==> src/rtl/pulser_multi.sv <==
// Multi-channel laser pulser: per-channel delayed warm-up/trigger windows plus a camera
// exposure window, repeating every repeat_period clocks, in continuous or burst mode.
module pulser_multi #(
  parameter int N_BITS       = 20,
  parameter int N_CH         = 2,
  parameter int N_BURST_BITS = 16
) (
  input  logic                     clk,
  input  logic                     reset,
  input  logic                     enable,
  input  logic [N_BITS-1:0]        repeat_period,
  input  logic [N_BITS-1:0]        pulse_length,
  input  logic [N_BITS-1:0]        warm_up_time,
  input  logic [N_CH*N_BITS-1:0]   ch_delay,
  input  logic [N_BITS-1:0]        pre_exposure,
  input  logic [N_BITS-1:0]        exposure_time,
  input  logic [N_BURST_BITS-1:0]  burst_count,
  output logic [N_CH-1:0]          warm_up,
  output logic [N_CH-1:0]          trigger,
  output logic                     camera,
  output logic                     busy,
  output logic                     done,
  output logic                     cfg_error
);

  localparam int XW = N_BITS + 2;

  typedef enum logic [1:0] {IDLE, RUN, HOLD} state_t;
  state_t state, state_next;

  logic [N_BITS-1:0]       t;
  logic [N_BITS-1:0]       sh_p, sh_l, sh_w, sh_epre, sh_e;
  logic [N_BITS-1:0]       sh_d [N_CH];
  logic [N_BURST_BITS-1:0] burst_target, burst_done;

  logic            cfg_ok, wrap, last_burst;
  logic            load, start, fault, finish;
  logic [N_CH-1:0] win_warm, win_trig;
  logic            win_cam;
  logic [XW-1:0]   d0w_raw, cam_s, cam_e;

  // Validity of the raw input words, evaluated at every load point.
  always_comb begin
    cfg_ok = (repeat_period >= N_BITS'(2));
    for (int unsigned k = 0; k < N_CH; k++) begin
      if (XW'(ch_delay[k*N_BITS +: N_BITS]) + XW'(warm_up_time) + XW'(pulse_length)
          > XW'(repeat_period))
        cfg_ok = 1'b0;
    end
    d0w_raw = XW'(ch_delay[N_BITS-1:0]) + XW'(warm_up_time);
    if (XW'(pre_exposure) > d0w_raw)
      cfg_ok = 1'b0;
    else if (d0w_raw - XW'(pre_exposure) + XW'(exposure_time) > XW'(repeat_period))
      cfg_ok = 1'b0;
  end

  // Window decode against the shadowed timing words.
  always_comb begin
    for (int unsigned k = 0; k < N_CH; k++) begin
      win_warm[k] = (XW'(t) >= XW'(sh_d[k])) &&
                    (XW'(t) <  XW'(sh_d[k]) + XW'(sh_w));
      win_trig[k] = (XW'(t) >= XW'(sh_d[k]) + XW'(sh_w)) &&
                    (XW'(t) <  XW'(sh_d[k]) + XW'(sh_w) + XW'(sh_l));
    end
    cam_s   = XW'(sh_d[0]) + XW'(sh_w) - XW'(sh_epre);
    cam_e   = cam_s + XW'(sh_e);
    win_cam = (XW'(t) >= cam_s) && (XW'(t) < cam_e);
  end

  assign wrap       = (t == sh_p - N_BITS'(1));
  assign last_burst = (burst_target != '0) &&
                      (burst_done + N_BURST_BITS'(1) == burst_target);

  always_comb begin
    state_next = state;
    load       = 1'b0;
    start      = 1'b0;
    fault      = 1'b0;
    finish     = 1'b0;
    unique case (state)
      IDLE: begin
        if (enable) begin
          if (cfg_ok) begin
            state_next = RUN;
            load       = 1'b1;
            start      = 1'b1;
          end else begin
            fault = 1'b1;
          end
        end
      end
      RUN: begin
        // A burst runs to completion regardless of enable; continuous mode stops at the wrap.
        if (wrap) begin
          if (last_burst) begin
            state_next = HOLD;
            finish     = 1'b1;
          end else if (burst_target == '0 && !enable) begin
            state_next = IDLE;
          end else if (cfg_ok) begin
            load = 1'b1;
          end else begin
            state_next = IDLE;
            fault      = 1'b1;
          end
        end
      end
      HOLD: begin
        if (!enable) state_next = IDLE;
      end
      default: state_next = IDLE;
    endcase
  end

  always_ff @(posedge clk) begin
    if (reset) begin
      state        <= IDLE;
      t            <= '0;
      sh_p         <= '0;
      sh_l         <= '0;
      sh_w         <= '0;
      sh_epre      <= '0;
      sh_e         <= '0;
      for (int unsigned k = 0; k < N_CH; k++) sh_d[k] <= '0;
      burst_target <= '0;
      burst_done   <= '0;
      warm_up      <= '0;
      trigger      <= '0;
      camera       <= 1'b0;
      done         <= 1'b0;
      cfg_error    <= 1'b0;
    end else begin
      state <= state_next;
      if (state == RUN) begin
        warm_up <= win_warm;
        trigger <= win_trig;
        camera  <= win_cam;
      end else begin
        warm_up <= '0;
        trigger <= '0;
        camera  <= 1'b0;
      end
      done <= finish;
      if (fault)      cfg_error <= 1'b1;
      else if (start) cfg_error <= 1'b0;
      if (load) begin
        sh_p    <= repeat_period;
        sh_l    <= pulse_length;
        sh_w    <= warm_up_time;
        sh_epre <= pre_exposure;
        sh_e    <= exposure_time;
        for (int unsigned k = 0; k < N_CH; k++) sh_d[k] <= ch_delay[k*N_BITS +: N_BITS];
      end
      if (start) begin
        burst_target <= burst_count;
        burst_done   <= '0;
      end else if (state == RUN && wrap) begin
        burst_done <= burst_done + N_BURST_BITS'(1);
      end
      if (state == RUN && !wrap) t <= t + N_BITS'(1);
      else                       t <= '0;
    end
  end

  assign busy = (state == RUN);

endmodule

==> config.mk <==
export PLATFORM = sky130hd
export DESIGN_NAME = pulser_multi
export DESIGN_NICKNAME = d
export VERILOG_FILES = /design/src/rtl/pulser_multi.sv
export SDC_FILE = /design/constraint.sdc
export NUM_CORES = 1
export LEC_CHECK = 0
export BUFFER_PORTS_ARGS = -buffer_cell sky130_fd_sc_hd__buf_4
export CAP_MARGIN = 10
export CORE_ASPECT_RATIO = 1.75
export CORE_MARGIN = 3
export CORE_UTILIZATION = 45
export CTS_BUF_LIST = sky130_fd_sc_hd__clkbuf_8
export DETAILED_ROUTE_END_ITERATION = 8
export SETUP_SLACK_MARGIN = 0.4
export SLEW_MARGIN = 20
export SYNTH_ARGS = -nofsm -noshare
export SYNTH_HDL_FRONTEND = slang
export SYNTH_SLANG_ARGS = --single-unit
==> constraint.sdc <==
create_clock -name clk -period 19.78 [get_ports clk]
set_input_delay 1.978 -clock clk [delete_from_list [all_inputs] [get_ports clk]]
set_output_delay 1.978 -clock clk [all_outputs]
set_load 0.1 [all_outputs]
==> summary.md, run 1 <==
| Metric | Value |
|---|---|
| Post-synthesis simple-gate area fraction | `20.96%` |
| Slowest-stage cell, CP | `o41ai_1` |
| Die Y | `around 320 µm` |
| Gr usage total | `around 30%` |
| # DRC | `0` |
| Routed Antenna Nets | `0` |
| DR pass1 iterations | `6` |
| Post-Synthesis Cell Area | `between 20000 and 30000 µm²` |
| First-pass GRT wire length | `about 130000 µm` |
| Antenna violations before repair | `2` |
| Async set or reset register ratio after synthesis | `0%` |
| Ys flop type | `dfxtp_1` |
| Die Footprint | `59000 µm²` |
| Row count | `about 110` |
| Post-Syn Area per Cell | `~8.4 µm²` |
| Mux share of post-synthesis cell area | `under 10%` |
| Part of the Yosys area used for sequential elements | `17.55%` |
| Yosys reg bits | `between 200 and 250` |
| CORE AREA | `55340 µm²` |
| Worst Reg-to-Reg Cells | `30` |
| Dpl hpwl | `74190 µm` |
| Setup TNS Final | `0 ns` |
| Synth cell types | `78` |
| Worst Setup End Kind | `flop` |
| Total power | `between 1.5 and 2 mW` |
| Routed WL | `between 80000 and 90000 µm` |
| Max Fclk | `between 0.09 and 0.1 GHz` |
| Pleak | `about 13 nW` |
| Worst-path clk slew | `approximately 0.060 ns` |
| Synth Area in Compound Gates | `about 16%` |
| Largest net degree at the start of global routing | `~160` |
| Clk buf depth | `3` |
| PortBufs | `166` |
| GR Overflow Total | `0` |
| Power per cell area | `around 62 nW/µm²` |
| Crit path DAT | `11.21 ns` |
| Worst hold-check path type | `reg -> reg` |
| Area added between synthesis and finish | `10.61%` |
| WS Path Type | `in -> reg` |
| Starting Density | `between 40% and 50%` |
| Rel. slew slack | `around 20%` |
| Clk_skew | `0.07208 ns` |
| Yosys warning count | `0` |
| Post-synthesis adder-cell area fraction | `25.74%` |
| Drt via density | `5.755` |
| Reg2reg setup slack | `around 11 ns` |
| Worst path bufs/invs | `4` |
| Placer congestion estimate | `0.9785` |
| Fin. max-slew vios | `0` |
| # IOs | `~170` |
| Routed WL per cell | `around 23 µm` |
| Tcrit/Tclk final | `55.73%` |
| Buffer count from post-CTS setup fixing | `0` |
| Worst vdd ir | `~0.000063 V` |
| Max-cap viol count | `0` |
| CTS Sinks | `around 200` |
| EDFF count, synth | `40` |
| FF-to-FF End | `camera` |
| Post-cts gate resize count | `0` |
| Final setup viols | `0` |
| Layout cells sized above 1 | `about 8.6%` |
| Mapped Cells | `between 2000 and 3000` |
| Post-route minimum period | `approximately 11 ns` |
| Delay-heaviest family, CP | `compound AO/OA/AOI/OAI gates` |
| Largest family of logic cells by synthesized area | `adder cells` |
| Hold Path Sink | `sh_epre[3]` |
| Most frequent cells in the layout | `ha_1, inv_1, nand2b_1` |
| Final net count | `3792` |
| HP Start | `sh_epre[3]` |
| Unrepaired setup endpoints after global routing | `no` |
| Chip width | `roughly 180 µm` |
| Vias in the first global route | `roughly 24000` |
| Worst EP required | `~20 ns` |
| TritonCTS buffer count | `36` |
| Worst Tran Pin Value | `approximately 1.2 ns` |
| Hold Path Depth | `2` |
| Initial drt markers | `around 1100` |
| FF-to-FF Start | `sh_w[1]` |
| Clock tree root driver cell | `clkbuf_8` |
| Mapped Nets | `~3600` |
| Crit path largest cell delay | `a little under 1 ns` |
| Final hold vios | `0` |
| CTS Hold Buffers Added | `0` |
| Detailed-route via count | `between 20000 and 25000` |
| Status | `finished, final reports clean` |
| TritonCTS clock tree | `done` |
| Worst-skew pair later-pin latency | `between 0.6 and 0.7 ns` |
| H-tree Lvls | `2` |
| XOR/XNOR Fraction of Synth Area | `9.034%` |
| CP Launch Type | `primary input` |
| Worst-path fanout max | `between 100 and 150` |
| Commonest non-fill, non-tap cell in the layout | `ha_1` |
synthesized netlist by cell type, types with 8 or more instances:
library cell,number,area (µm²)
nand2b_1,276,1727
nor2b_1,39,244.0
nor4_1,21,131.4
nand4_1,42,262.8
fa_1,49,980.9
edfxtp_1,40,1201
o21ai_0,117,585.6
and3b_1,39,341.6
a2111oi_0,10,87.58
a21o_1,117,878.3
and2_1,11,68.82
nand3_1,63,315.3
buf_12,9,180.2
ha_1,437,5468
nand2_1,111,416.7
a211o_1,9,78.83
o31ai_1,11,82.58
or2_2,13,81.33
o21bai_1,26,195.2
a21boi_0,9,67.56
and3_1,28,175.2
xor2_1,115,1007
xnor2_1,145,1270
a211oi_1,23,172.7
nor3_1,77,385.4
or3_1,19,118.9
clkbuf_1,52,195.2
o211ai_1,16,120.1
o41ai_1,8,70.07
nor2_1,172,645.6
dfxtp_1,161,3223
mux2i_1,121,1211
a31oi_1,20,125.1
a21oi_1,182,910.9
o21a_1,29,217.7
inv_1,271,1017
sequential cells by signal (all words and copies together) (netlist names), 16 cells and up:
register and cells:
t 20, sh_e 20, burst_target 16, sh_w 20
sh_d 40, sh_epre 20, sh_l 20, sh_p 20
burst_done 16
area by class of cell:
cell class              count  area, µm²
multi-input cells        2452      19380
clock inverters            24      215.2
flip-flops and latches    201       4424
repair buffers            185       1405
fillers                  5468      27460
clock buffers              41      564.3
diodes                      2      5.005
inverters                 271       1017
well taps                 696      870.8
worst register-to-register path, delay by kind of cell, from the launching register on:
family / cells / cell delay (ns)
and+or+nand+nor: 5 / 0.71
buffers and inverters: 1 / 0.08
xor gates and xnor gates: 3 / 0.81
DFF: 1 / 0.48
adders and majority gates: 4 / 1.25
AOI/OAI and AO/OA: 17 / 4.86
kinds of logic after synthesis:
group | after synthesis
AND/OR/NAND/NOR | 949
XOR/XNOR | 260
flip-flops | 201
AO/OA/AOI/OAI | 631
multiplexers | 122
buffers and inverters | 337
adder cells (fa/ha/maj) | 490
power breakdown:
group	switching [mW]	internal [mW]	total, mW
combinational	0.497	0.360	0.857
clock	0.197	0.243	0.440
sequential	0.00687	0.425	0.432
total	0.701	1.03	1.73
per-stage QoR:
stage	instances	setup slack (ns)	instance area [µm²]	hold slack [ns]	util, %
floorplan	2990	10.58	25210	0.4487	-
global placement	3805	8.160	27090	0.4652	48.95
detailed placement	3805	8.167	27100	0.4626	48.96
CTS	3870	8.794	27880	0.4768	50.37
global route	3872	8.402	27880	0.4995	50.38
finish	3872	8.756	27880	0.4778	50.38
metal layers:
| layer | global-route usage [%] | wire [µm] |
|---|---|---|
| met5 | 0 | 0 |
| met2 | 52.97 | 44050 |
| met4 | 21.36 | 7790 |
| met3 | 2.499 | 2872 |
| met1 | 32.44 | 33180 |
worst max-delay path by stage:
stage          cells after the start           to             from
4_1_cts                           29  sh_d[0][10]  warm_up_time[5]
3_3_place_gp                      29  sh_d[0][20]  warm_up_time[5]
3_5_place_dp                      29  sh_d[0][20]  warm_up_time[5]
2_1_floorplan                     31   sh_d[0][0]  warm_up_time[1]
5_1_grt                           32  sh_d[0][10]  warm_up_time[1]
6_report                          29  sh_d[0][10]  warm_up_time[5]
Note: power is estimated with default switching activity, not from simulation.
==> run 2: changes to the inputs <==
==> constraint.sdc (replaced) <==
create_clock -name clk -period 11.51 [get_ports clk]
set_input_delay 1.151 -clock clk [delete_from_list [all_inputs] [get_ports clk]]
set_output_delay 1.151 -clock clk [all_outputs]
set_load 0.1 [all_outputs]
==> summary.md, run 2 (synthesis gave the netlist of run 1 again) <==
| Metric | Value |
|---|---|
| Rel. slew slack | `28.36% (was 19.58%)` |
| Vias in the first global route | `23474 (was 23674)` |
| Dpl hpwl | `73980 µm (was 74190 µm)` |
| Routed Antenna Nets | `0 (unchanged)` |
| Final hold vios | `0 (unchanged)` |
| Fin. max-slew vios | `0 (unchanged)` |
| Total power | `3.046 mW (was 1.729 mW)` |
| Worst Reg-to-Reg Cells | `30 (unchanged)` |
| Reg2reg setup slack | `3.89 ns (was 11.45 ns)` |
| Final setup viols | `0 (unchanged)` |
| Clk_skew | `0.05027 ns (was 0.07208 ns)` |
| Routed WL per cell | `22.87 µm (was 22.70 µm)` |
| Gr usage total | `29.60% (was 29.68%)` |
| Die Footprint | `59000 µm² (unchanged)` |
| FF-to-FF Start | `sh_d[0][1] (was sh_w[1])` |
| Post-cts gate resize count | `0 (unchanged)` |
| HP Start | `sh_epre[10] (was sh_epre[3])` |
| DR pass1 iterations | `5 (was 6)` |
| Power per cell area | `108.9 nW/µm² (was 62.03 nW/µm²)` |
| Critical path's most frequent cell | `a21o_1` |
| CTS Sinks | `201 (unchanged)` |
| Hold Path Depth | `2 (unchanged)` |
| # DRC | `0 (unchanged)` |
| Delay-heaviest family, CP | `compound AO/OA/AOI/OAI gates (unchanged)` |
| Largest register FFs | `40 (unchanged)` |
| Max Fclk | `0.1077 GHz` |
| Final net count | `3793 (was 3792)` |
| Worst vdd ir | `0.0001170 V (was 0.00006315 V)` |
| Routed WL | `88630 µm (was 87890 µm)` |
| Detailed-route via count | `22455 (was 22284)` |
| Initial drt markers | `1074 (was 1072)` |
| Pleak | `13.23 nW (was 13.20 nW)` |
| WS Path Type | `in -> reg (unchanged)` |
| Chip width | `184.9 µm (unchanged)` |
| Area added between synthesis and finish | `10.93% (was 10.61%)` |
| CP Launch Type | `primary input (unchanged)` |
| Crit path DAT | `9.49 ns (was 11.21 ns)` |
| Status | `finished, final reports clean (unchanged)` |
| Finished Core Util | `50.52% (was 50.38%)` |
| TritonCTS clock tree | `done (unchanged)` |
| Critical path depth in cells | `31 (was 29)` |
| Layout cells sized above 1 | `8.750% (was 8.570%)` |
| FF-to-FF End | `camera (unchanged)` |
| Worst hold-check path type | `reg -> reg (unchanged)` |
| Largest net degree at the start of global routing | `151 (was 157)` |
| Die Y | `319.1 µm (unchanged)` |
| Worst path bufs/invs | `3 (was 4)` |
| # IOs | `167 (unchanged)` |
| Slowest-stage cell, CP | `o41ai_1 (unchanged)` |
| Commonest non-fill, non-tap cell in the layout | `ha_1 (unchanged)` |
| Clk buf depth | `3 (unchanged)` |
| Buffer count from post-CTS setup fixing | `0 (unchanged)` |
| Worst-path clk slew | `0.06 ns (about the same)` |
| Worst-path fanout max | `40 (was 141)` |
| CORE AREA | `55340 µm² (unchanged)` |
| Largest reg by FF count | `sh_d (unchanged)` |
| GR Overflow Total | `0 (unchanged)` |
| Worst Tran Pin Value | `1.061 ns (was 1.203 ns)` |
| Post-route minimum period | `around 9.3 ns` |
| Worst-skew pair later-pin latency | `0.63 ns (was 0.62 ns)` |
| Tcrit/Tclk final | `between 80 and 90%` |
| Max-cap viol count | `0 (unchanged)` |
| Crit path largest cell delay | `0.84 ns (was 0.97 ns)` |
| Footprint of the multi-input gates | `19370 µm² (was 19380 µm²)` |
| Hold Path Sink | `sh_epre[10] (was sh_epre[3])` |
| Most frequent cells in the layout | `ha_1, inv_1, nand2b_1 (unchanged)` |
| Worst Setup End Kind | `flop (unchanged)` |
| Clock tree root driver cell | `clkbuf_8 (unchanged)` |
| H-tree Lvls | `2 (unchanged)` |
| Placer congestion estimate | `0.9766 (was 0.9785)` |
| Layout fillers | `5456 (was 5468)` |
| PortBufs | `166 (unchanged)` |
| Starting Density | `45.55% (unchanged)` |
| Unrepaired setup endpoints after global routing | `no (unchanged)` |
| TritonCTS buffer count | `37 (was 36)` |
| Worst EP required | `11.72 ns (was 19.97 ns)` |
| Sequential cell area | `4424 µm² (unchanged)` |
| Antenna violations before repair | `2 (unchanged)` |
| CTS Hold Buffers Added | `0 (unchanged)` |
| Row count | `114 (unchanged)` |
| First-pass GRT wire length | `132700 µm (was 133300 µm)` |
| Drt via density | `5.795 (was 5.755)` |
| Setup TNS Final | `0 ns (unchanged)` |
==> run 2: worst max path at each step <==
stage	end	slack (ns)	from
global route	sh_d[0][7]	1.64	warm_up_time[1]
detailed placement	sh_d[0][21]	1.62	warm_up_time[1]
floorplan	sh_d[0][0]	3.14	warm_up_time[1]
finish	sh_d[0][7]	2.23	warm_up_time[1]
global placement	sh_d[0][0]	1.63	warm_up_time[1]
CTS	sh_d[0][7]	2.24	warm_up_time[1]
==> run 2: cell type report <==
cell class	count	share of cell area, %
clock buffers	41	2.018
inverters	271	3.638
well taps	696	3.114
multi-input cells	2452	69.28
diodes	2	0.01790
flip-flops and latches	201	15.82
repair buffers	185	5.038
clock inverters	27	1.069
==> run 2: metrics by stage <==
stage	area, µm²	worst slack [ns]	cells	hold slack (ns)
6_report	27960	2.229	3875	0.4767
5_1_grt	27960	1.639	3875	0.5010
4_1_cts	27950	2.241	3873	0.4748
3_5_place_dp	27090	1.622	3805	0.4657
3_3_place_gp	27090	1.629	3805	0.4601
2_1_floorplan	25210	3.138	2990	0.4487
==> run 2: routing by layer <==
metal	global-route usage [%]	wire, µm
met5	0	0
met4	18.62	6571
met3	2.830	2809
met2	54.92	46080
met1	31.46	33170
==> run 2: worst reg2reg max path, delay by kind of cell (launching register included) <==
kind | cells | cell delay (ns)
compound gates | 15 | 3.72
fa+ha+maj | 4 | 1.21
simple gates | 7 | 1.12
xor+xnor | 3 | 0.76
flops | 1 | 0.47
buf+inv | 1 | 0.21
==> run 2: report_power, final <==
part | total, mW | switching [mW] | internal [mW]
logic | 1.47 | 0.851 | 0.622
registers | 0.742 | 0.0115 | 0.730
clock network | 0.831 | 0.361 | 0.470
==> run 3: changes to the inputs <==
==> constraint.sdc (replaced) <==
create_clock -name clk -period 8.2 [get_ports clk]
set_input_delay 0.82 -clock clk [delete_from_list [all_inputs] [get_ports clk]]
set_output_delay 0.82 -clock clk [all_outputs]
set_load 0.1 [all_outputs]
==> summary.md, run 3 (synthesis gave the netlist of run 1 again) <==
| Metric | Value |
|---|---|
| Status | `finished, final reports clean (unchanged)` |
| Detailed-route via count | `22772 (was 22455)` |
| Final net count | `3867 (was 3793)` |
| Worst EP required | `8.49 ns (was 11.72 ns)` |
| Finished Core Util | `51.87% (was 50.52%)` |
| Worst Tran Pin Value | `1.155 ns (was 1.061 ns)` |
| Power per cell area | `148.0 nW/µm² (was 108.9 nW/µm²)` |
| Routed Antenna Nets | `0 (unchanged)` |
| Commonest non-fill, non-tap cell in the layout | `ha_1 (unchanged)` |
| Worst hold-check path type | `reg -> reg (unchanged)` |
| CTS Hold Buffers Added | `0 (unchanged)` |
| Vias in the first global route | `23800 (was 23474)` |
| Tcrit/Tclk final | `between 90% and 100%` |
| Worst-path fanout max | `7 (was 40)` |
| CP startpoint | `ch_delay[0] (was warm_up_time[1])` |
| Met2 Use GR | `53.61% (was 54.92%)` |
| Area added between synthesis and finish | `13.87% (was 10.93%)` |
| First-pass GRT wire length | `133800 µm (was 132700 µm)` |
| Met1 GRT Util | `31.44% (was 31.46%)` |
| Worst-path clk slew | `0.06 ns (about the same)` |
| WS Path Type | `in -> reg (unchanged)` |
| Starting Density | `45.55% (unchanged)` |
| Worst slack at placement | `-0.01731 ns (was 1.622 ns)` |
| FF-to-FF End | `camera (unchanged)` |
| Initial drt markers | `1202 (was 1074)` |
| Chip width | `184.9 µm (unchanged)` |
| Worst Setup End Kind | `flop (unchanged)` |
| Worst path bufs/invs | `5 (was 3)` |
| Antenna violations before repair | `1 (was 2)` |
| Clk buf depth | `3 (unchanged)` |
| Fin. max-slew vios | `0 (unchanged)` |
| Final setup viols | `0 (unchanged)` |
| Slowest-stage cell, CP | `or4_4 (was o41ai_1)` |
| Final worst slack | `0.7312 ns (was 2.229 ns)` |
| GRT busiest layer | `met2 (unchanged)` |
| Critical path's most frequent cell | `a21o_1 (unchanged)` |
| PortBufs | `166 (unchanged)` |
| Delay-heaviest family, CP | `compound AO/OA/AOI/OAI gates (unchanged)` |
| Max-cap viol count | `0 (unchanged)` |
| DR pass1 iterations | `5 (unchanged)` |
| FF-to-FF Start | `sh_d[0][1] (unchanged)` |
| # DRC | `0 (unchanged)` |
| CP Launch Type | `primary input (unchanged)` |
| Crit path largest cell delay | `0.53 ns (was 0.84 ns)` |
| Worst vdd ir | `0.0001542 V (was 0.0001170 V)` |
| Largest register FFs | `40 (unchanged)` |
| Die Y | `319.1 µm (unchanged)` |
| TritonCTS clock tree | `done (unchanged)` |
| Gr usage total | `29.85% (was 29.60%)` |
| Post-route minimum period | `between 7 and 8 ns` |
| CP Capture Point | `sh_d[0][34] (was sh_d[0][7])` |
| # IOs | `167 (unchanged)` |
| Critical path depth in cells | `32 (was 31)` |
| Post-DP Area | `27680 µm² (was 27090 µm²)` |
| Routed WL per cell | `22.87 µm (about the same)` |
| Row count | `114 (unchanged)` |
| TritonCTS buffer count | `35 (was 37)` |
| Largest reg by FF count | `sh_d (unchanged)` |
| GR Overflow Total | `0 (unchanged)` |
| Reg2reg setup slack | `0.92 ns (was 3.89 ns)` |
| Worst-skew pair later-pin latency | `0.61 ns (was 0.63 ns)` |
| Met3 Use GR | `2.784% (was 2.830%)` |
| Worst Reg-to-Reg Cells | `31 (was 30)` |
| H-tree Lvls | `2 (unchanged)` |
| Clk_skew | `0.04368 ns (was 0.05027 ns)` |
| Drt via density | `5.774 (was 5.795)` |
| Placer congestion estimate | `1.004 (was 0.9766)` |
| Dpl hpwl | `75600 µm (was 73980 µm)` |
| Clock tree root driver cell | `clkbuf_8 (unchanged)` |
| CORE AREA | `55340 µm² (unchanged)` |
| Die Footprint | `59000 µm² (unchanged)` |
| Layout cells sized above 1 | `11.24% (was 8.750%)` |
| Largest net degree at the start of global routing | `105 (was 151)` |
| Max Fclk | `between 0.1 and 0.15 GHz` |
| Crit path DAT | `7.76 ns (was 9.49 ns)` |
| Final hold vios | `0 (unchanged)` |
| Pleak | `13.62 nW (was 13.23 nW)` |
| Unrepaired setup endpoints after global routing | `no (unchanged)` |
| Final Cell Area | `28700 µm² (was 27960 µm²)` |
| CTS Sinks | `201 (unchanged)` |
| Routed WL | `90220 µm (was 88630 µm)` |
| Rel. slew slack | `22.43% (was 28.36%)` |
| Most frequent cells in the layout | `ha_1, inv_1, nand2b_1 (unchanged)` |
-- run 3: worst register-to-register path: cells and delay by family, from the launching register on --
| kind | cells | cell delay [ns] |
|---|---|---|
| compound gates | 19 | 3.75 |
| xor+xnor | 3 | 0.57 |
| fa+ha+maj | 4 | 1.34 |
| buf+inv | 1 | 0.22 |
| flops | 1 | 0.45 |
| simple gates | 4 | 0.81 |
-- run 3: report_power, final --
part / switching, mW / internal (mW)
clock network: 0.482 / 0.486
logic: 1.25 / 0.988
registers: 0.0169 / 1.02
total: 1.75 / 2.50
-- run 3: worst min path at each step --
stage / from / cells after the start / slack [ns] / end
floorplan: sh_epre[10] / 2 / 0.45 / sh_epre[10]
global placement: sh_epre[18] / 2 / 0.46 / sh_epre[18]
detailed placement: sh_epre[16] / 2 / 0.47 / sh_epre[16]
CTS: burst_count[11] / 3 / 0.44 / burst_target[11]
global route: burst_count[11] / 3 / 0.49 / burst_target[11]
finish: sh_epre[16] / 2 / 0.48 / sh_epre[16]
-- run 3: routing by layer --
| layer | vias up | wire [µm] |
|---|---|---|
| li1 | 11068 | - |
| met1 | 10850 | 32810 |
| met2 | 593 | 45620 |
| met3 | 261 | 3109 |
| met4 | 0 | 8678 |
| met5 | - | 0 |
-- run 3: final cells by class --
cell class              instances  area [µm²]
diodes                          1       2.502
clock buffers                  40       550.5
clock inverters                22       147.6
fillers                      5386       26640
inverters                     271        1017
multi-input cells            2452       19500
flip-flops and latches        201        4424
well taps                     696       870.8
repair buffers                261        2191
-- run 3: stage by stage --
step	std cells	setup TNS (ns)	hold slack (ns)	power [mW]
after global routing	3944	0	0.4888	4.541
after CTS	3931	0	0.4397	4.216
after detailed placement	3869	-0.09913	0.4708	3.221
final	3944	0	0.4812	4.248
after global placement	3869	0	0.4609	3.187
after floorplan	2990	0	0.4487	2.495
-- run 3: repair_timing --
item,4_1_cts,5_1_grt
setup buffers,0,6
resized for setup,0,23
setup endpoints to repair,0,181
